## src/rtl/axis_dsrc_pkg.sv

```systemverilog
// Shared definitions for the AXI-Stream data source: command codes, FSM states and
// the checksum step that the matching sink also uses.
package axis_dsrc_pkg;

   localparam logic [31:0] CMD_START = 32'd1;
   localparam logic [31:0] CMD_RESET = 32'd2;
   localparam logic [31:0] CMD_STOP  = 32'd3;

   typedef logic [1:0] state_t;

   localparam state_t ST_IDLE = 2'd0;
   localparam state_t ST_RUN  = 2'd1;
   localparam state_t ST_DONE = 2'd2;

   // Rotate right by one, then add; must stay bit-identical with the sink side.
   function automatic logic [63:0] cksum_step(input logic [63:0] sum, input logic [63:0] data);
      return {sum[0], sum[63:1]} + data;
   endfunction

endpackage

```

## src/rtl/axis_dsrc_ctrl.sv

```systemverilog
// Control FSM for the data source: command decode, beat/packet counters and TVALID/TLAST.
module axis_dsrc_ctrl #(
   parameter int NB        = 4,
   parameter int PKT_WORDS = 16
) (
   input  logic        clk,
   input  logic        rst,
   input  logic [31:0] cmd,
   input  logic        new_cmd,
   input  logic [31:0] xfer_bytes,
   input  logic        tready,
   output logic        tvalid,
   output logic        tlast,
   output logic        hs,
   output logic        start,
   output logic        clear,
   output logic [31:0] beat_idx,
   output logic [2:0]  stat_bits
);
   import axis_dsrc_pkg::*;

   localparam int PW = (PKT_WORDS > 1) ? $clog2(PKT_WORDS) : 1;
   localparam logic [PW-1:0] PKT_LAST = PW'(PKT_WORDS - 1);

   state_t        state_reg;
   logic [31:0]   beat_idx_reg;
   logic [PW-1:0] pkt_cnt_reg;
   logic [31:0]   target_reg;
   logic          finite_reg;
   logic          stop_pend_reg;
   logic          tx_done_reg;

   logic [32:0]   round_up;
   logic [31:0]   target_calc;
   logic          stop_req;
   logic          final_beat;
   logic          pkt_end;

   // Beat target is ceil(xfer_bytes / NB); 33 bits so the round-up cannot overflow.
   assign round_up    = {1'b0, xfer_bytes} + 33'(NB - 1);
   assign target_calc = 32'(round_up / 33'(NB));

   assign start    = new_cmd && (cmd == CMD_START) && (state_reg != ST_RUN);
   assign clear    = new_cmd && (cmd == CMD_RESET) && (state_reg != ST_RUN);
   assign stop_req = new_cmd && (cmd == CMD_STOP)  && (state_reg == ST_RUN);

   assign tvalid     = (state_reg == ST_RUN);
   assign hs         = tvalid && tready;
   assign final_beat = finite_reg && (beat_idx_reg == target_reg - 32'd1);
   assign pkt_end    = (pkt_cnt_reg == PKT_LAST);
   assign tlast      = tvalid && (pkt_end || final_beat);

   assign beat_idx  = beat_idx_reg;
   assign stat_bits = {stop_pend_reg, tx_done_reg, tvalid};

   always_ff @(posedge clk or posedge rst) begin
      if (rst) begin
         state_reg     <= ST_IDLE;
         beat_idx_reg  <= 32'd0;
         pkt_cnt_reg   <= '0;
         target_reg    <= 32'd0;
         finite_reg    <= 1'b0;
         stop_pend_reg <= 1'b0;
         tx_done_reg   <= 1'b0;
      end else if (start) begin
         state_reg     <= ST_RUN;
         beat_idx_reg  <= 32'd0;
         pkt_cnt_reg   <= '0;
         target_reg    <= target_calc;
         finite_reg    <= (xfer_bytes != 32'd0);
         stop_pend_reg <= 1'b0;
         tx_done_reg   <= 1'b0;
      end else if (clear) begin
         state_reg   <= ST_IDLE;
         tx_done_reg <= 1'b0;
      end else if (state_reg == ST_RUN) begin
         if (hs) begin
            beat_idx_reg <= beat_idx_reg + 32'd1;
            pkt_cnt_reg  <= tlast ? '0 : pkt_cnt_reg + PW'(1);
            // A finished transfer wins over a stop arriving on its last beat.
            if (final_beat) begin
               state_reg     <= ST_DONE;
               tx_done_reg   <= 1'b1;
               stop_pend_reg <= 1'b0;
            end else if (stop_pend_reg || stop_req) begin
               state_reg     <= ST_IDLE;
               stop_pend_reg <= 1'b0;
            end
         end else if (stop_req) begin
            stop_pend_reg <= 1'b1;
         end
      end
   end

endmodule

```

## src/rtl/axis_dsrc.sv

```systemverilog
// AXI-Stream counting-pattern source with byte counter and rotate-add checksum,
// controlled through the same cmd/new_cmd/stat scheme as the sink.
module axis_dsrc #(
   parameter int C_M_AXIS_TDATA_NUM_BYTES = 4,
   parameter int C_PKT_WORDS              = 16
) (
   input  logic                                    AXIS_ACLK,
   input  logic                                    AXIS_ARESET,
   output logic                                    M_AXIS_TVALID,
   input  logic                                    M_AXIS_TREADY,
   output logic [8*C_M_AXIS_TDATA_NUM_BYTES-1:0]   M_AXIS_TDATA,
   output logic [C_M_AXIS_TDATA_NUM_BYTES-1:0]     M_AXIS_TSTRB,
   output logic                                    M_AXIS_TLAST,
   input  logic [31:0]                             cmd,
   input  logic                                    new_cmd,
   input  logic [31:0]                             xfer_bytes,
   input  logic [31:0]                             seed,
   output logic [31:0]                             stat,
   output logic [31:0]                             sent_bytes,
   output logic [63:0]                             checksum
);
   import axis_dsrc_pkg::*;

   localparam int NB = C_M_AXIS_TDATA_NUM_BYTES;

   logic        tvalid;
   logic        tlast;
   logic        hs;
   logic        start;
   logic        clear;
   logic [31:0] beat_idx;
   logic [2:0]  stat_bits;

   logic [31:0] seed_reg;
   logic [31:0] sent_reg;
   logic [63:0] cksum_reg;
   logic [31:0] pattern;

   axis_dsrc_ctrl #(
      .NB        (NB),
      .PKT_WORDS (C_PKT_WORDS)
   ) u_ctrl (
      .clk        (AXIS_ACLK),
      .rst        (AXIS_ARESET),
      .cmd        (cmd),
      .new_cmd    (new_cmd),
      .xfer_bytes (xfer_bytes),
      .tready     (M_AXIS_TREADY),
      .tvalid     (tvalid),
      .tlast      (tlast),
      .hs         (hs),
      .start      (start),
      .clear      (clear),
      .beat_idx   (beat_idx),
      .stat_bits  (stat_bits)
   );

   assign pattern = seed_reg + beat_idx;

   // The 32-bit pattern is zero-extended (or truncated) to the bus; outputs idle at zero.
   genvar gi;
   generate
      for (gi = 0; gi < NB; gi++) begin : g_lane
         if (gi < 4) begin : g_pat
            assign M_AXIS_TDATA[8*gi +: 8] = tvalid ? pattern[8*gi +: 8] : 8'h00;
         end else begin : g_zero
            assign M_AXIS_TDATA[8*gi +: 8] = 8'h00;
         end
         assign M_AXIS_TSTRB[gi] = tvalid;
      end
   endgenerate

   assign M_AXIS_TVALID = tvalid;
   assign M_AXIS_TLAST  = tlast;
   assign stat          = {29'h0, stat_bits};
   assign sent_bytes    = sent_reg;
   assign checksum      = cksum_reg;

   always_ff @(posedge AXIS_ACLK or posedge AXIS_ARESET) begin
      if (AXIS_ARESET) begin
         seed_reg  <= 32'd0;
         sent_reg  <= 32'd0;
         cksum_reg <= 64'd0;
      end else begin
         if (start) begin
            seed_reg <= seed;
         end
         // Clear is only honoured outside RUN, so it never coincides with a handshake.
         if (clear) begin
            sent_reg  <= 32'd0;
            cksum_reg <= 64'd0;
         end else if (hs) begin
            sent_reg  <= sent_reg + 32'(NB);
            cksum_reg <= cksum_step(cksum_reg, 64'(M_AXIS_TDATA));
         end
      end
   end

endmodule

```

## config.mk

```make
export PLATFORM = sky130hd
export DESIGN_NAME = axis_dsrc
export DESIGN_NICKNAME = d
export VERILOG_FILES = /design/src/rtl/axis_dsrc_pkg.sv /design/src/rtl/axis_dsrc_ctrl.sv /design/src/rtl/axis_dsrc.sv
export SDC_FILE = /design/constraint.sdc
export NUM_CORES = 1
export LEC_CHECK = 0
export CAP_MARGIN = 5
export CORE_ASPECT_RATIO = 1.2
export CORE_UTILIZATION = 50
export CTS_BUF_LIST = sky130_fd_sc_hd__clkbuf_8 sky130_fd_sc_hd__clkbuf_16
export CTS_CLUSTER_SIZE = 28
export DETAILED_ROUTE_END_ITERATION = 12
export GPL_TIMING_DRIVEN = 0
export MAX_ROUTING_LAYER = met4
export PLACE_DENSITY = 0.77
export SLEW_MARGIN = 20
export SYNTH_ARGS = -nofsm -noshare
export SYNTH_HDL_FRONTEND = slang
export SYNTH_SLANG_ARGS = --single-unit
```

## constraint.sdc

```tcl
create_clock -name AXIS_ACLK -period 14.5 [get_ports AXIS_ACLK]
set_clock_uncertainty 0.2 [all_clocks]
set_input_delay 2.9 -clock AXIS_ACLK [delete_from_list [all_inputs] [get_ports AXIS_ACLK]]
set_output_delay 2.9 -clock AXIS_ACLK [all_outputs]
set_load 0.01 [all_outputs]
```

==> qor.json, run 1 <==
{
  "outcome": {"value": "completed"},
  "area_growth": {"value": 25.3, "unit": "%"},
  "first_iter_violations": {"value": 1096},
  "grt_overflow_total": {"value": 0},
  "final_hold_viol_count": {"value": 0},
  "firstDrtPassIters": {"value": 5},
  "leakage": {"value": 7.90, "unit": "nW"},
  "grt_setup_unrepaired": {"value": "false"},
  "cts_hold_repair.buffers": {"value": 0},
  "power_switching": {"value": 0.312, "unit": "mW"},
  "sequentialPowerShare": {"value": 49.6, "unit": "%"},
  "post_route_setup_slack": {"value": 5690, "unit": "ps"},
  "final.period_utilization": {"value": 60.7, "unit": "%"},
  "beginning_of_the_worst_register_to_register_path": {"value": "u_ctrl.beat_idx[0]"},
  "swShare": {"value": 26.2, "unit": "%"},
  "power.total": {"value": 1.19, "unit": "mW"},
  "postSynthAreaPerCell": {"value": 8.28, "unit": "um^2"},
  "detail_route.wl_per_cell": {"value": 19.6, "unit": "um"},
  "final_cell_area": {"value": 17700, "unit": "um^2"},
  "setup_total_negative_slack": {"value": 0, "unit": "ps"},
  "setup.worst_path.start_class": {"value": "flop"},
  "die_y": {"value": 186, "unit": "um"},
  "floorplan.rows": {"value": 67},
  "gp_congestion": {"value": 0.974},
  "hold_start": {"value": "seed_reg[21]"},
  "port_buffers": {"value": 234},
  "worst_skew_pair.late_latency": {"value": 450, "unit": "ps"},
  "worstSetupPathType": {"value": "reg -> out"},
  "number_of_library_cell_types_mapped_by_synthesis": {"value": 77},
  "synth_ff_type": {"value": "sky130_fd_sc_hd__dfrtp_1"},
  "area_of_the_placeable_core": {"value": 27800, "unit": "um^2"},
  "clock_tree.buffer_depth": {"value": 2},
  "yosysWarnings": {"value": 0},
  "finalHoldWorstSlack": {"value": 274, "unit": "ps"},
  "synth_cells": {"value": 1705},
  "cts_htree_levels": {"value": 4},
  "flip_flop_count_of_the_largest_register_all_copies_and_words_added": {"value": 64},
  "viasPerCell": {"value": 5.85},
  "remaining_drc_errors": {"value": 0},
  "final_cell_count_no_fill": {"value": 2382},
  "clock_power_share": {"value": 40.4, "unit": "%"},
  "cp_data_arrival_time": {"value": 5710, "unit": "ps"},
  "worstPathRequired": {"value": 11400, "unit": "ps"},
  "postRouteAntennaNets": {"value": 0},
  "crit_path_top_delay_cell": {"value": "sky130_fd_sc_hd__a2111oi_0"},
  "crit_start": {"value": "u_ctrl.target_reg[0]"},
  "final_net_count": {"value": 2159},
  "hold_path.class": {"value": "reg -> reg"},
  "tritoncts_num_sinks": {"value": 198},
  "route.vias.total": {"value": 13900},
  "finalSetupViolations": {"value": 0},
  "timing.max_cap.violations": {"value": 0},
  "dp_hpwl": {"value": 36500, "unit": "um"},
  "worst_slew_margin_rel": {"value": 23.3, "unit": "%"},
  "ctsRootBufferMaster": {"value": "sky130_fd_sc_hd__clkbuf_16"},
  "synth_async_sr_flop_share": {"value": 100, "unit": "%"},
  "comb_power_share": {"value": 9.9, "unit": "%"},
  "die-width": {"value": 155, "unit": "um"},
  "worst-path-buf-inv": {"value": 2},
  "antenna_found_initial": {"value": 0},
  "timing.critical_path.slowest_cell_delay": {"value": 980, "unit": "ps"},
  "dp_cells": {"value": 2350},
  "cp-end-kind": {"value": "primary output"},
  "power.internal": {"value": 0.881, "unit": "mW"},
  "grt_pass1_wl": {"value": 72200, "unit": "um"},
  "multi_input_area": {"value": 8580, "unit": "um^2"},
  "fin_crit_period": {"value": 8810, "unit": "ps"},
  "seq_area": {"value": 4950, "unit": "um^2"},
  "clk_pin_slew_worst_paths": {"value": 80, "unit": "ps"},
  "critical_path_peak_fanout": {"value": 8},
  "post_cts_setup_buffers": {"value": 0},
  "design.portCount": {"value": 266},
  "synth.ff_latch_count": {"value": 198},
  "number_of_synthesized_flops_with_an_enable_pin": {"value": 0},
  "detail_route.wirelength": {"value": 46600, "unit": "um"},
  "share_of_cells_above_drive_strength_1": {"value": 4.74, "unit": "%"},
  "worst_pin_slew": {"value": 1150, "unit": "ps"},
  "critical-path-top-delay-family": {"value": "simple AND/OR/NAND/NOR gates"},
  "placed_cell_area": {"value": 17100, "unit": "um^2"},
  "cts_made_buffers": {"value": 17},
  "fillers": {"value": 2488},
  "power.density": {"value": 67.4, "unit": "nW/um^2"},
  "track_usage": {"value": 33.6, "unit": "%"},
  "finalMaxSlewViolations": {"value": 0},
  "cts-resized-gates": {"value": 0},
  "grt_pass1_vias": {"value": 13500},
  "layout.core_utilization": {"value": 63.6, "unit": "%"},
  "yosysSeqAreaShare": {"value": 35.1, "unit": "%"},
  "floorplan.die_area": {"value": 28900, "unit": "um^2"},
  "crit_path_frequent_cell": {"value": "sky130_fd_sc_hd__nor2_1"},
  "cts_tree": {"value": "built"},
  "critical_path.cell_chain": {"value": "inv_1, ha_1, or4b_1, nor2_1, nand2_1, or3_1, a2111oi_0, nand4b_1, nor4_4, nor2_1, nor2_1, clkdlybuf4s50_1"},
  "grt_max_degree": {"value": 87},
  "initial_utilization": {"value": 50.7, "unit": "%"},
  "max_freq": {"value": 114, "unit": "MHz"},
  "synth.cell_area": {"value": 14100, "unit": "um^2"},
  "peakVddDrop": {"value": 60.3, "unit": "uV"},
  "num_antenna_cells": {"value": 0},
  "dp_slack": {"value": 6310, "unit": "ps"}
}
==> synth_stat cells, types with 4 or more instances <==
cell type / n / area, um^2
sky130_fd_sc_hd__o21ai_0: 106 / 531
sky130_fd_sc_hd__or4_1: 7 / 52.6
sky130_fd_sc_hd__and3_1: 28 / 175
sky130_fd_sc_hd__nor3b_1: 4 / 30.0
sky130_fd_sc_hd__ha_1: 67 / 838
sky130_fd_sc_hd__clkbuf_1: 52 / 195
sky130_fd_sc_hd__nor2_1: 143 / 537
sky130_fd_sc_hd__nor4b_1: 6 / 52.6
sky130_fd_sc_hd__o31ai_1: 16 / 120
sky130_fd_sc_hd__nor3_1: 45 / 225
sky130_fd_sc_hd__mux2i_1: 9 / 90.1
sky130_fd_sc_hd__a211oi_1: 13 / 97.6
sky130_fd_sc_hd__buf_4: 38 / 285
sky130_fd_sc_hd__nand4_1: 31 / 194
sky130_fd_sc_hd__inv_1: 42 / 158
sky130_fd_sc_hd__and4_1: 13 / 114
sky130_fd_sc_hd__nand2b_1: 11 / 68.8
sky130_fd_sc_hd__o41a_1: 4 / 45.0
sky130_fd_sc_hd__o41ai_1: 6 / 52.6
sky130_fd_sc_hd__a311oi_1: 4 / 35.0
sky130_fd_sc_hd__nand2_1: 284 / 1070
sky130_fd_sc_hd__a21oi_1: 65 / 325
sky130_fd_sc_hd__nor4_1: 27 / 169
sky130_fd_sc_hd__nor2b_1: 9 / 56.3
sky130_fd_sc_hd__xnor2_1: 67 / 587
sky130_fd_sc_hd__xor2_1: 92 / 806
sky130_fd_sc_hd__nand3_1: 85 / 425
sky130_fd_sc_hd__a21boi_0: 4 / 30.0
sky130_fd_sc_hd__dfrtp_1: 198 / 4950
sky130_fd_sc_hd__or2_2: 8 / 50.1
sky130_fd_sc_hd__o21a_1: 14 / 105
sky130_fd_sc_hd__o211ai_1: 7 / 52.6
sky130_fd_sc_hd__and2_1: 11 / 68.8
sky130_fd_sc_hd__a32o_1: 13 / 130
sky130_fd_sc_hd__o22ai_1: 17 / 106
sky130_fd_sc_hd__o21bai_1: 12 / 90.1
sky130_fd_sc_hd__a21o_1: 34 / 255
sky130_fd_sc_hd__or3_1: 19 / 119
sky130_fd_sc_hd__o311ai_0: 6 / 52.6
sky130_fd_sc_hd__a31oi_1: 14 / 87.6
sky130_fd_sc_hd__buf_1: 6 / 22.5
sky130_fd_sc_hd__nand3b_1: 6 / 45.0
==> cell type report <==
| cell class | count | share of cell area [%] |
|---|---|---|
| multi-input cells | 1395 | 48.5 |
| flip-flops and latches | 198 | 28.0 |
| repair buffers | 236 | 13.6 |
| plain buffers | 99 | 2.99 |
| well taps | 379 | 2.68 |
| clock buffers | 18 | 2.48 |
| inverters | 43 | 0.955 |
| clock inverters | 14 | 0.820 |
==> power groups by stage <==
stage	sequential [mW]	clock [mW]	combinational (mW)
floorplan	0.601	0	0.0422
global placement	0.602	0	0.115
detailed placement	0.602	0	0.119
CTS	0.591	0.487	0.119
global route	0.594	0.508	0.131
finish	0.592	0.483	0.119
==> placed cells by master (no fill, tap or decap), types with 16 or more instances in the layout <==
cell type and instances:
sky130_fd_sc_hd__a21o_1 34, sky130_fd_sc_hd__a21oi_1 65, sky130_fd_sc_hd__and3_1 28, sky130_fd_sc_hd__buf_4 38, sky130_fd_sc_hd__clkbuf_1 52, sky130_fd_sc_hd__clkbuf_16 17, sky130_fd_sc_hd__clkdlybuf4s50_1 234, sky130_fd_sc_hd__conb_1 31
sky130_fd_sc_hd__dfrtp_1 198, sky130_fd_sc_hd__ha_1 67, sky130_fd_sc_hd__inv_1 41, sky130_fd_sc_hd__nand2_1 284, sky130_fd_sc_hd__nand3_1 85, sky130_fd_sc_hd__nand4_1 31, sky130_fd_sc_hd__nor2_1 143, sky130_fd_sc_hd__nor3_1 45
sky130_fd_sc_hd__nor4_1 27, sky130_fd_sc_hd__o21ai_0 106, sky130_fd_sc_hd__o22ai_1 17, sky130_fd_sc_hd__o31ai_1 16, sky130_fd_sc_hd__or3_1 19, sky130_fd_sc_hd__xnor2_1 67, sky130_fd_sc_hd__xor2_1 92
==> worst register-to-register path: stages, from the launching register on <==
cell,delay [ps]
sky130_fd_sc_hd__dfrtp_1,500
sky130_fd_sc_hd__ha_1,240
sky130_fd_sc_hd__inv_1,60
sky130_fd_sc_hd__fa_1,390
sky130_fd_sc_hd__nor2b_1,160
sky130_fd_sc_hd__o21ai_0,120
sky130_fd_sc_hd__a21oi_1,270
sky130_fd_sc_hd__o211ai_1,200
sky130_fd_sc_hd__a21oi_1,360
sky130_fd_sc_hd__o21ai_0,150
sky130_fd_sc_hd__a21boi_0,270
sky130_fd_sc_hd__nor3_1,80
sky130_fd_sc_hd__nor3_1,590
sky130_fd_sc_hd__ha_1,250
sky130_fd_sc_hd__clkbuf_1,310
sky130_fd_sc_hd__a21o_1,170
sky130_fd_sc_hd__a21o_1,130
sky130_fd_sc_hd__a41oi_1,70
sky130_fd_sc_hd__o21ai_0,210
sky130_fd_sc_hd__inv_1,70
sky130_fd_sc_hd__o31ai_1,780
sky130_fd_sc_hd__nand3_1,600
sky130_fd_sc_hd__o41a_1,550
sky130_fd_sc_hd__o21ai_0,160
==> cell families after synthesis <==
logic type / share of synthesized area (%)
adder cells (fa/ha/maj): 6.22
multiplexers: 0.638
other: 0.0266
buffers and inverters: 4.89
AO/OA/AOI/OAI: 17.7
AND/OR/NAND/NOR: 25.5
XOR/XNOR: 9.87
flip-flops: 35.1
==> worst paths after layout <==
kind | to | slack [ps] | cells past startpoint
max in group asynchronous | seed_reg[8] | 10350 | 4
hold / removal | seed_reg[21] | 270 | 2
setup / recovery | M_AXIS_TLAST | 5690 | 12
setup reg to reg | checksum[63] | 7510 | 23
min in group asynchronous | sent_bytes[29] | 2620 | 2
hold reg to reg | seed_reg[21] | 270 | 2
==> metal layers <==
| layer | wire length [um] | GRT usage (%) | up-vias |
|---|---|---|---|
| met5 | 0 | - | - |
| met4 | 2320 | 18.2 | 0 |
| met3 | 2150 | 4.31 | 139 |
| met2 | 23800 | 59.2 | 521 |
| met1 | 18300 | 36.9 | 6638 |
| li1 | - | - | 6646 |
Power figures use the tool's default switching activity.
==> inputs of run 2 (changes only) <==
--- a/config.mk
+++ b/config.mk
@@ -7,13 +7,13 @@
 export LEC_CHECK = 0
 export CAP_MARGIN = 5
 export CORE_ASPECT_RATIO = 1.2
-export CORE_UTILIZATION = 50
+export CORE_UTILIZATION = 49
 export CTS_BUF_LIST = sky130_fd_sc_hd__clkbuf_8 sky130_fd_sc_hd__clkbuf_16
 export CTS_CLUSTER_SIZE = 28
 export DETAILED_ROUTE_END_ITERATION = 12
 export GPL_TIMING_DRIVEN = 0
 export MAX_ROUTING_LAYER = met4
-export PLACE_DENSITY = 0.77
+export PLACE_DENSITY = 0.79
 export SLEW_MARGIN = 20
 export SYNTH_ARGS = -nofsm -noshare
 export SYNTH_HDL_FRONTEND = slang
==> constraint.sdc (replaced) <==
create_clock -name AXIS_ACLK -period 7.4 [get_ports AXIS_ACLK]
set_clock_uncertainty 0.2 [all_clocks]
set_input_delay 1.48 -clock AXIS_ACLK [delete_from_list [all_inputs] [get_ports AXIS_ACLK]]
set_output_delay 1.48 -clock AXIS_ACLK [all_outputs]
set_load 0.01 [all_outputs]
==> run 2 against run 1 <==
  * Sequential cell count unchanged
  * Register-to-register slack worse by 7000 ps
  * Via count up 0.13%
  * Clock-buffer cell count unchanged
  * Utilization down 0.67 points
  * Final cell count about the same
  * Critical path depth unchanged
  * Largest power group unchanged
  * Worst setup slack worse by 5300 ps
  * First-iteration DRC count down 9.1%
  * Die area up 2.0%
==> qor.json, run 2 (synthesis gave the netlist of run 1 again) <==
{
  "layout_common_cells": {"value": "284 x sky130_fd_sc_hd__nand2_1, 234 x sky130_fd_sc_hd__clkdlybuf4s50_1, 198 x sky130_fd_sc_hd__dfrtp_1"},
  "initial_utilization": {"value": 50.3, "unit": "%", "change": "-0.45 points"},
  "critical-path-top-delay-family": {"value": "simple AND/OR/NAND/NOR gates"},
  "fillers": {"value": 2511, "change": "+0.92%"},
  "route.vias.total": {"value": 14000, "change": "+0.13%"},
  "cp_data_arrival_time": {"value": 5310, "unit": "ps", "change": "-400 ps"},
  "cts_made_buffers": {"value": 17, "change": "unchanged"},
  "leakage": {"value": 7.89, "unit": "nW", "change": "-0.15%"},
  "grt_setup_unrepaired": {"value": "false"},
  "beginning_of_the_worst_register_to_register_path": {"value": "u_ctrl.beat_idx[7]"},
  "power.density": {"value": 133, "unit": "nW/um^2", "change": "+97%"},
  "area_growth": {"value": 25.1, "unit": "%"},
  "clk_pin_slew_worst_paths": {"value": 80, "unit": "ps", "change": "about the same"},
  "gp_congestion": {"value": 1.02, "change": "+4.8%"},
  "worstSetupPathType": {"value": "reg -> out"},
  "worst_pin_slew": {"value": 1040, "unit": "ps", "change": "-109 ps"},
  "cts_tree": {"value": "built"},
  "port_buffers": {"value": 234, "change": "unchanged"},
  "post_cts_setup_buffers": {"value": 0, "change": "unchanged"},
  "detail_route.wl_per_cell": {"value": 19.1, "unit": "um", "change": "-2.5%"},
  "viasPerCell": {"value": 5.87, "change": "+0.21%"},
  "floorplan.die_area": {"value": 29500, "unit": "um^2", "change": "+2.0%"},
  "placed_cell_area": {"value": 17100, "unit": "um^2", "change": "-0.16%"},
  "multi_input_area": {"value": 8580, "unit": "um^2", "change": "about the same"},
  "fin_crit_period": {"value": 6990, "unit": "ps"},
  "grt_pass1_vias": {"value": 13800, "change": "+2.2%"},
  "ctsRootBufferMaster": {"value": "sky130_fd_sc_hd__clkbuf_16"},
  "final_cell_count_no_fill": {"value": 2380, "change": "-0.084%"},
  "die-width": {"value": 157, "unit": "um", "change": "+1.0%"},
  "worstPathRequired": {"value": 5720, "unit": "ps", "change": "-5680 ps"},
  "setup_total_negative_slack": {"value": 0, "unit": "ps", "change": "unchanged"},
  "cts_hold_repair.buffers": {"value": 0, "change": "unchanged"},
  "share_of_cells_above_drive_strength_1": {"value": 4.65, "unit": "%", "change": "-0.095 points"},
  "remaining_drc_errors": {"value": 0, "change": "unchanged"},
  "outcome": {"value": "completed"},
  "final_hold_viol_count": {"value": 0, "change": "unchanged"},
  "dp_hpwl": {"value": 35500, "unit": "um", "change": "-2.8%"},
  "detail_route.wirelength": {"value": 45400, "unit": "um", "change": "-2.6%"},
  "setup.worst_path.start_class": {"value": "flop"},
  "track_usage": {"value": 32.6, "unit": "%", "change": "-1.0 points"},
  "hold_path.class": {"value": "reg -> reg"},
  "peakVddDrop": {"value": 110, "unit": "uV", "change": "+82%"},
  "timing.max_cap.violations": {"value": 0, "change": "unchanged"},
  "first_iter_violations": {"value": 996, "change": "-9.1%"},
  "final_cell_area": {"value": 17700, "unit": "um^2", "change": "-0.16%"},
  "die_y": {"value": 188, "unit": "um", "change": "+1.0%"},
  "dp_cells": {"value": 2349, "change": "-0.043%"},
  "postRouteAntennaNets": {"value": 0, "change": "unchanged"},
  "critical_path.cell_chain": {"value": "inv_1, ha_1, or4b_1, nor2_1, nand2_1, or3_1, a2111oi_0, nand4b_1, nor4_4, nor2_1, nor2_1, clkdlybuf4s50_1"},
  "grt_overflow_total": {"value": 0, "change": "unchanged"},
  "clock_tree.buffer_depth": {"value": 2, "change": "unchanged"},
  "finalMaxSlewViolations": {"value": 0, "change": "unchanged"},
  "final.period_utilization": {"value": 94.5, "unit": "%"},
  "crit_path_top_delay_cell": {"value": "sky130_fd_sc_hd__a2111oi_0"},
  "max_freq": {"value": 143, "unit": "MHz"},
  "crit_path_frequent_cell": {"value": "sky130_fd_sc_hd__nor2_1"},
  "cp-end-kind": {"value": "primary output"},
  "firstDrtPassIters": {"value": 5, "change": "unchanged"},
  "final_net_count": {"value": 2158, "change": "-0.046%"},
  "antenna_found_initial": {"value": 0, "change": "unchanged"},
  "hold_start": {"value": "seed_reg[21]"},
  "cts_htree_levels": {"value": 4, "change": "unchanged"},
  "floorplan.rows": {"value": 67, "change": "unchanged"},
  "power.total": {"value": 2.35, "unit": "mW", "change": "+97%"},
  "num_antenna_cells": {"value": 0, "change": "unchanged"},
  "cts-resized-gates": {"value": 0, "change": "unchanged"},
  "mostFrequentLayoutCell": {"value": "sky130_fd_sc_hd__nand2_1"},
  "crit_start": {"value": "u_ctrl.target_reg[0]"},
  "timing.critical_path.slowest_cell_delay": {"value": 730, "unit": "ps", "change": "-250 ps"},
  "finalHoldWorstSlack": {"value": 278, "unit": "ps", "change": "+4.81 ps"},
  "finalSetupViolations": {"value": 0, "change": "unchanged"},
  "grt_pass1_wl": {"value": 72200, "unit": "um", "change": "about the same"},
  "critical_path_peak_fanout": {"value": 8, "change": "unchanged"},
  "seq_area": {"value": 4950, "unit": "um^2", "change": "unchanged"},
  "flip_flop_count_of_the_largest_register_all_copies_and_words_added": {"value": 64, "change": "unchanged"},
  "worst_slew_margin_rel": {"value": 29.9, "unit": "%", "change": "+6.7 points"},
  "worst-path-buf-inv": {"value": 2, "change": "unchanged"},
  "area_of_the_placeable_core": {"value": 28100, "unit": "um^2", "change": "+0.90%"},
  "worst_skew_pair.late_latency": {"value": 440, "unit": "ps", "change": "about the same"},
  "tritoncts_num_sinks": {"value": 198, "change": "unchanged"},
  "design.portCount": {"value": 266, "change": "unchanged"},
  "grt_max_degree": {"value": 102, "change": "+17%"}
}
-- run 2: cell count changes in the layout (fill, tap and decap cells not counted) --
| cell | delta |
|---|---|
| sky130_fd_sc_hd__inv_8 | -3 |
| sky130_fd_sc_hd__clkinv_4 | -2 |
| sky130_fd_sc_hd__bufinv_16 | +1 |
| sky130_fd_sc_hd__buf_16 | -1 |
| sky130_fd_sc_hd__inv_6 | +2 |
| sky130_fd_sc_hd__a2111oi_1 | -1 |
| sky130_fd_sc_hd__clkinv_2 | +1 |
| sky130_fd_sc_hd__a2111oi_0 | +1 |
-- run 2: worst reg2reg max path, cell delays in order, from the launching register on --
cell and delay (ps):
sky130_fd_sc_hd__dfrtp_1 500, sky130_fd_sc_hd__ha_1 440, sky130_fd_sc_hd__and4_1 290, sky130_fd_sc_hd__nor2b_1 190, sky130_fd_sc_hd__o31a_1 140, sky130_fd_sc_hd__a211oi_1 90
sky130_fd_sc_hd__a21o_1 260, sky130_fd_sc_hd__a2111oi_0 820, sky130_fd_sc_hd__o31ai_1 240, sky130_fd_sc_hd__xor2_1 190, sky130_fd_sc_hd__nor2_1 200, sky130_fd_sc_hd__ha_1 260
sky130_fd_sc_hd__clkbuf_1 200, sky130_fd_sc_hd__a21o_1 250, sky130_fd_sc_hd__nor3_1 130, sky130_fd_sc_hd__o21ai_0 150, sky130_fd_sc_hd__a221oi_1 270, sky130_fd_sc_hd__o41ai_1 230
sky130_fd_sc_hd__a31oi_1 860, sky130_fd_sc_hd__clkbuf_1 500, sky130_fd_sc_hd__nor2_1 80, sky130_fd_sc_hd__a221o_1 310
-- run 2: final cells by class --
class | count | area share [%]
inverter | 43 | 0.956
sequential | 198 | 28.0
buffer | 99 | 3.00
timing repair buffer | 235 | 13.4
clock inverter | 13 | 0.829
clock buffer | 18 | 2.49
multi-input combinational | 1395 | 48.6
tap | 379 | 2.68
-- run 2: per-stage QoR --
step	utilization, %	setup WS [ps]
after detailed placement	60.8	641
after floorplan	-	323
after CTS	62.9	486
after global routing	62.9	11.8
final	62.9	406
after global placement	60.7	-2260
-- run 2: per-layer routing --
metal,GRT usage [%],vias to the layer above,wire [um]
li1,-,6639,-
met1,37.2,6633,18000
met2,55.4,554,23000
met3,3.74,136,2190
met4,17.5,0,2320
met5,-,-,0
-- run 2: power by group --
part / internal (mW) / switching, mW
clock network: 0.510 / 0.446
logic: 0.129 / 0.102
registers: 1.11 / 0.0500
-- run 2: worst paths after layout --
| kind | slack, ps | endpoint | cells past startpoint |
|---|---|---|---|
| max in group asynchronous | 4710 | u_ctrl.beat_idx[6] | 3 |
| worst max register to register | 490 | checksum[52] | 21 |
| worst min-delay path | 280 | seed_reg[21] | 2 |
| min in group asynchronous | 1320 | sent_bytes[26] | 2 |
| worst max-delay path | 410 | M_AXIS_TLAST | 12 |
| worst min register to register | 280 | seed_reg[21] | 2 |
==> inputs of run 3 (changes only) <==
--- a/config.mk
+++ b/config.mk
@@ -11,6 +11,7 @@
 export CTS_BUF_LIST = sky130_fd_sc_hd__clkbuf_8 sky130_fd_sc_hd__clkbuf_16
 export CTS_CLUSTER_SIZE = 28
 export DETAILED_ROUTE_END_ITERATION = 12
+export GPL_ROUTABILITY_DRIVEN = 0
 export GPL_TIMING_DRIVEN = 0
 export MAX_ROUTING_LAYER = met4
 export PLACE_DENSITY = 0.79
==> constraint.sdc (replaced) <==
create_clock -name AXIS_ACLK -period 7.4 [get_ports AXIS_ACLK]
set_clock_uncertainty 0.2 [all_clocks]
set_input_delay 1.48 -clock AXIS_ACLK [delete_from_list [all_inputs] [get_ports AXIS_ACLK]]
set_output_delay 1.48 -clock AXIS_ACLK [all_outputs]
set_load 0.05 [all_outputs]
==> run 3 against run 2 <==
  * Largest power group unchanged
  * Critical path type unchanged
  * Critical endpoint unchanged
  * Final cell count about the same
  * Global-route usage fell by 2.4 points
  * Largest cell class unchanged
  * Sequential cell count unchanged
  * Via count grew 1.0%
==> qor.json, run 3 (synthesis gave the netlist of run 1 again) <==
{
  "outcome": {"value": "completed"},
  "share_of_cells_above_drive_strength_1": {"value": 4.70, "unit": "%", "change": "+0.048 points"},
  "timing.max_cap.violations": {"value": 0, "change": "unchanged"},
  "floorplan.die_area": {"value": 29500, "unit": "um^2", "change": "unchanged"},
  "cts_htree_levels": {"value": 4, "change": "unchanged"},
  "dp_hpwl": {"value": 33500, "unit": "um", "change": "-5.6%"},
  "peakVddDrop": {"value": 174, "unit": "uV", "change": "+58%"},
  "area_growth": {"value": 25.4, "unit": "%"},
  "worst-path-buf-inv": {"value": 2, "change": "unchanged"},
  "max_freq": {"value": 139, "unit": "MHz", "change": "-2.6%"},
  "cts_made_buffers": {"value": 17, "change": "unchanged"},
  "viasPerCell": {"value": 5.92, "change": "+0.98%"},
  "worst_skew_pair.late_latency": {"value": 460, "unit": "ps", "change": "+20 ps"},
  "cts_tree": {"value": "built"},
  "layout_common_cells": {"value": "284 x sky130_fd_sc_hd__nand2_1, 234 x sky130_fd_sc_hd__clkdlybuf4s50_1, 198 x sky130_fd_sc_hd__dfrtp_1"},
  "route.vias.total": {"value": 14100, "change": "+1.0%"},
  "cts-resized-gates": {"value": 0, "change": "unchanged"},
  "worstPathRequired": {"value": 5720, "unit": "ps", "change": "about the same"},
  "placed_cell_area": {"value": 17100, "unit": "um^2", "change": "unchanged"},
  "finalHoldWorstSlack": {"value": 271, "unit": "ps", "change": "-7.39 ps"},
  "final_hold_viol_count": {"value": 0, "change": "unchanged"},
  "grt_setup_unrepaired": {"value": "false"},
  "grt_pass1_wl": {"value": 67500, "unit": "um", "change": "-6.6%"},
  "setup.worst_path.start_class": {"value": "flop"},
  "post_route_setup_slack": {"value": 216, "unit": "ps", "change": "-189 ps"},
  "track_usage": {"value": 30.2, "unit": "%", "change": "-2.4 points"},
  "remaining_drc_errors": {"value": 0, "change": "unchanged"},
  "finalSetupViolations": {"value": 0, "change": "unchanged"},
  "clk_pin_slew_worst_paths": {"value": 80, "unit": "ps", "change": "about the same"},
  "die-width": {"value": 157, "unit": "um", "change": "unchanged"},
  "grt_overflow_total": {"value": 0, "change": "unchanged"},
  "final_net_count": {"value": 2158, "change": "unchanged"},
  "port_buffers": {"value": 234, "change": "unchanged"},
  "critical_path.cell_chain": {"value": "inv_1, ha_1, or4b_1, nor2_1, nand2_1, or3_1, a2111oi_0, nand4b_1, nor4_4, nor2_1, nor2_1, clkdlybuf4s50_1"},
  "worst_slew_margin_rel": {"value": 32.1, "unit": "%", "change": "+2.2 points"},
  "clock_tree.buffer_depth": {"value": 2, "change": "unchanged"},
  "final_cell_area": {"value": 17700, "unit": "um^2", "change": "+0.16%"},
  "power.density": {"value": 140, "unit": "nW/um^2", "change": "+5.5%"},
  "floorplan.rows": {"value": 67, "change": "unchanged"},
  "timing.critical_path.slowest_cell_delay": {"value": 890, "unit": "ps", "change": "+160 ps"},
  "die_y": {"value": 188, "unit": "um", "change": "unchanged"},
  "routed-wl-met2": {"value": 21000, "unit": "um", "change": "-8.4%"},
  "r2r_slack": {"value": 510, "unit": "ps", "change": "+20 ps"},
  "crit_path_frequent_cell": {"value": "sky130_fd_sc_hd__nor2_1"},
  "area_of_the_placeable_core": {"value": 28100, "unit": "um^2", "change": "unchanged"},
  "finalMaxSlewViolations": {"value": 0, "change": "unchanged"},
  "postRouteAntennaNets": {"value": 0, "change": "unchanged"},
  "mostFrequentLayoutCell": {"value": "sky130_fd_sc_hd__nand2_1"},
  "worstSetupPathType": {"value": "reg -> out"},
  "firstDrtPassIters": {"value": 8, "change": "+3"},
  "cts_hold_repair.buffers": {"value": 0, "change": "unchanged"},
  "detailroute.wirelength.met3": {"value": 3130, "unit": "um", "change": "+43%"},
  "num_antenna_cells": {"value": 0, "change": "unchanged"},
  "detail_route.wirelength": {"value": 43300, "unit": "um", "change": "-4.6%"},
  "antenna_found_initial": {"value": 0, "change": "unchanged"},
  "design.portCount": {"value": 266, "change": "unchanged"},
  "initial_utilization": {"value": 50.3, "unit": "%", "change": "unchanged"},
  "final.period_utilization": {"value": 97.1, "unit": "%", "change": "+2.6 points"},
  "dp_slack": {"value": 660, "unit": "ps", "change": "+19.0 ps"},
  "crit_path_top_delay_cell": {"value": "sky130_fd_sc_hd__clkdlybuf4s50_1"},
  "wl_met1": {"value": 16800, "unit": "um", "change": "-6.6%"},
  "leakage": {"value": 7.91, "unit": "nW", "change": "+0.24%"},
  "ctsRootBufferMaster": {"value": "sky130_fd_sc_hd__clkbuf_16"},
  "critical-path-top-delay-family": {"value": "simple AND/OR/NAND/NOR gates"},
  "first_iter_violations": {"value": 1093, "change": "+9.7%"},
  "tritoncts_num_sinks": {"value": 198, "change": "unchanged"},
  "fillers": {"value": 2400, "change": "-4.4%"},
  "cp-end-kind": {"value": "primary output"},
  "detail_route.wl_per_cell": {"value": 18.2, "unit": "um", "change": "-4.6%"},
  "critical_path_peak_fanout": {"value": 8, "change": "unchanged"},
  "hold_path.class": {"value": "reg -> reg"},
  "flip_flop_count_of_the_largest_register_all_copies_and_words_added": {"value": 64, "change": "unchanged"},
  "grt_max_degree": {"value": 102, "change": "unchanged"},
  "cp_data_arrival_time": {"value": 5500, "unit": "ps", "change": "+190 ps"},
  "fin_crit_period": {"value": 7180, "unit": "ps", "change": "+189 ps"},
  "worst_pin_slew": {"value": 1020, "unit": "ps", "change": "-18.1 ps"},
  "top_signal_layer_used": {"value": "met4"},
  "post_cts_setup_buffers": {"value": 0, "change": "unchanged"},
  "grt_pass1_vias": {"value": 13200, "change": "-4.2%"}
}
run 3: worst paths after layout:
path	start	end	depth (start not counted)
max in group asynchronous	AXIS_ARESET	u_ctrl.beat_idx[7]	3
setup / recovery	u_ctrl.target_reg[0]	M_AXIS_TLAST	12
setup reg to reg	u_ctrl.beat_idx[8]	checksum[52]	21
hold reg to reg	seed_reg[6]	seed_reg[6]	2
min in group asynchronous	AXIS_ARESET	sent_bytes[24]	2
hold / removal	seed_reg[6]	seed_reg[6]	2
run 3: area by class of cell:
cell class,count,area [um^2],share of cell area (%)
Clock buffer,19,453,2.56
Timing Repair Buffer,235,2370,13.4
Sequential cell,198,4950,28.0
Buffer,99,529,2.99
Clock inverter,13,161,0.912
Tap cell,379,474,2.68
Multi-Input combinational cell,1395,8580,48.5
Inverter,43,169,0.955
run 3: power by group:
part	internal, mW	switching (mW)
Sequential	1.11	0.0485
Clock	0.527	0.455
Combinational	0.129	0.209
Total	1.77	0.712
run 3: metrics by stage:
stage | TNS [ps] | utilization [%] | power [mW] | std cells
2_1_floorplan | 0 | - | 1.37 | 1735
3_3_place_gp | -417060 | 60.7 | 1.51 | 2348
3_5_place_dp | 0 | 60.8 | 1.52 | 2349
4_1_cts | 0 | 63.0 | 2.48 | 2381
5_1_grt | 0 | 63.0 | 2.55 | 2381
6_report | 0 | 63.0 | 2.48 | 2381
run 3: worst min-delay path: cells and delay by family, from the launching register on:
kind	cells	cell delay, ps
DFF	1	350
and+or+nand+nor	2	100
run 3: metal layers:
layer | GRT usage, % | up-vias
met2 | 49.5 | 661
met1 | 34.9 | 6615
li1 | - | 6663
met4 | 17.8 | 0
met3 | 4.32 | 166
met5 | - | -
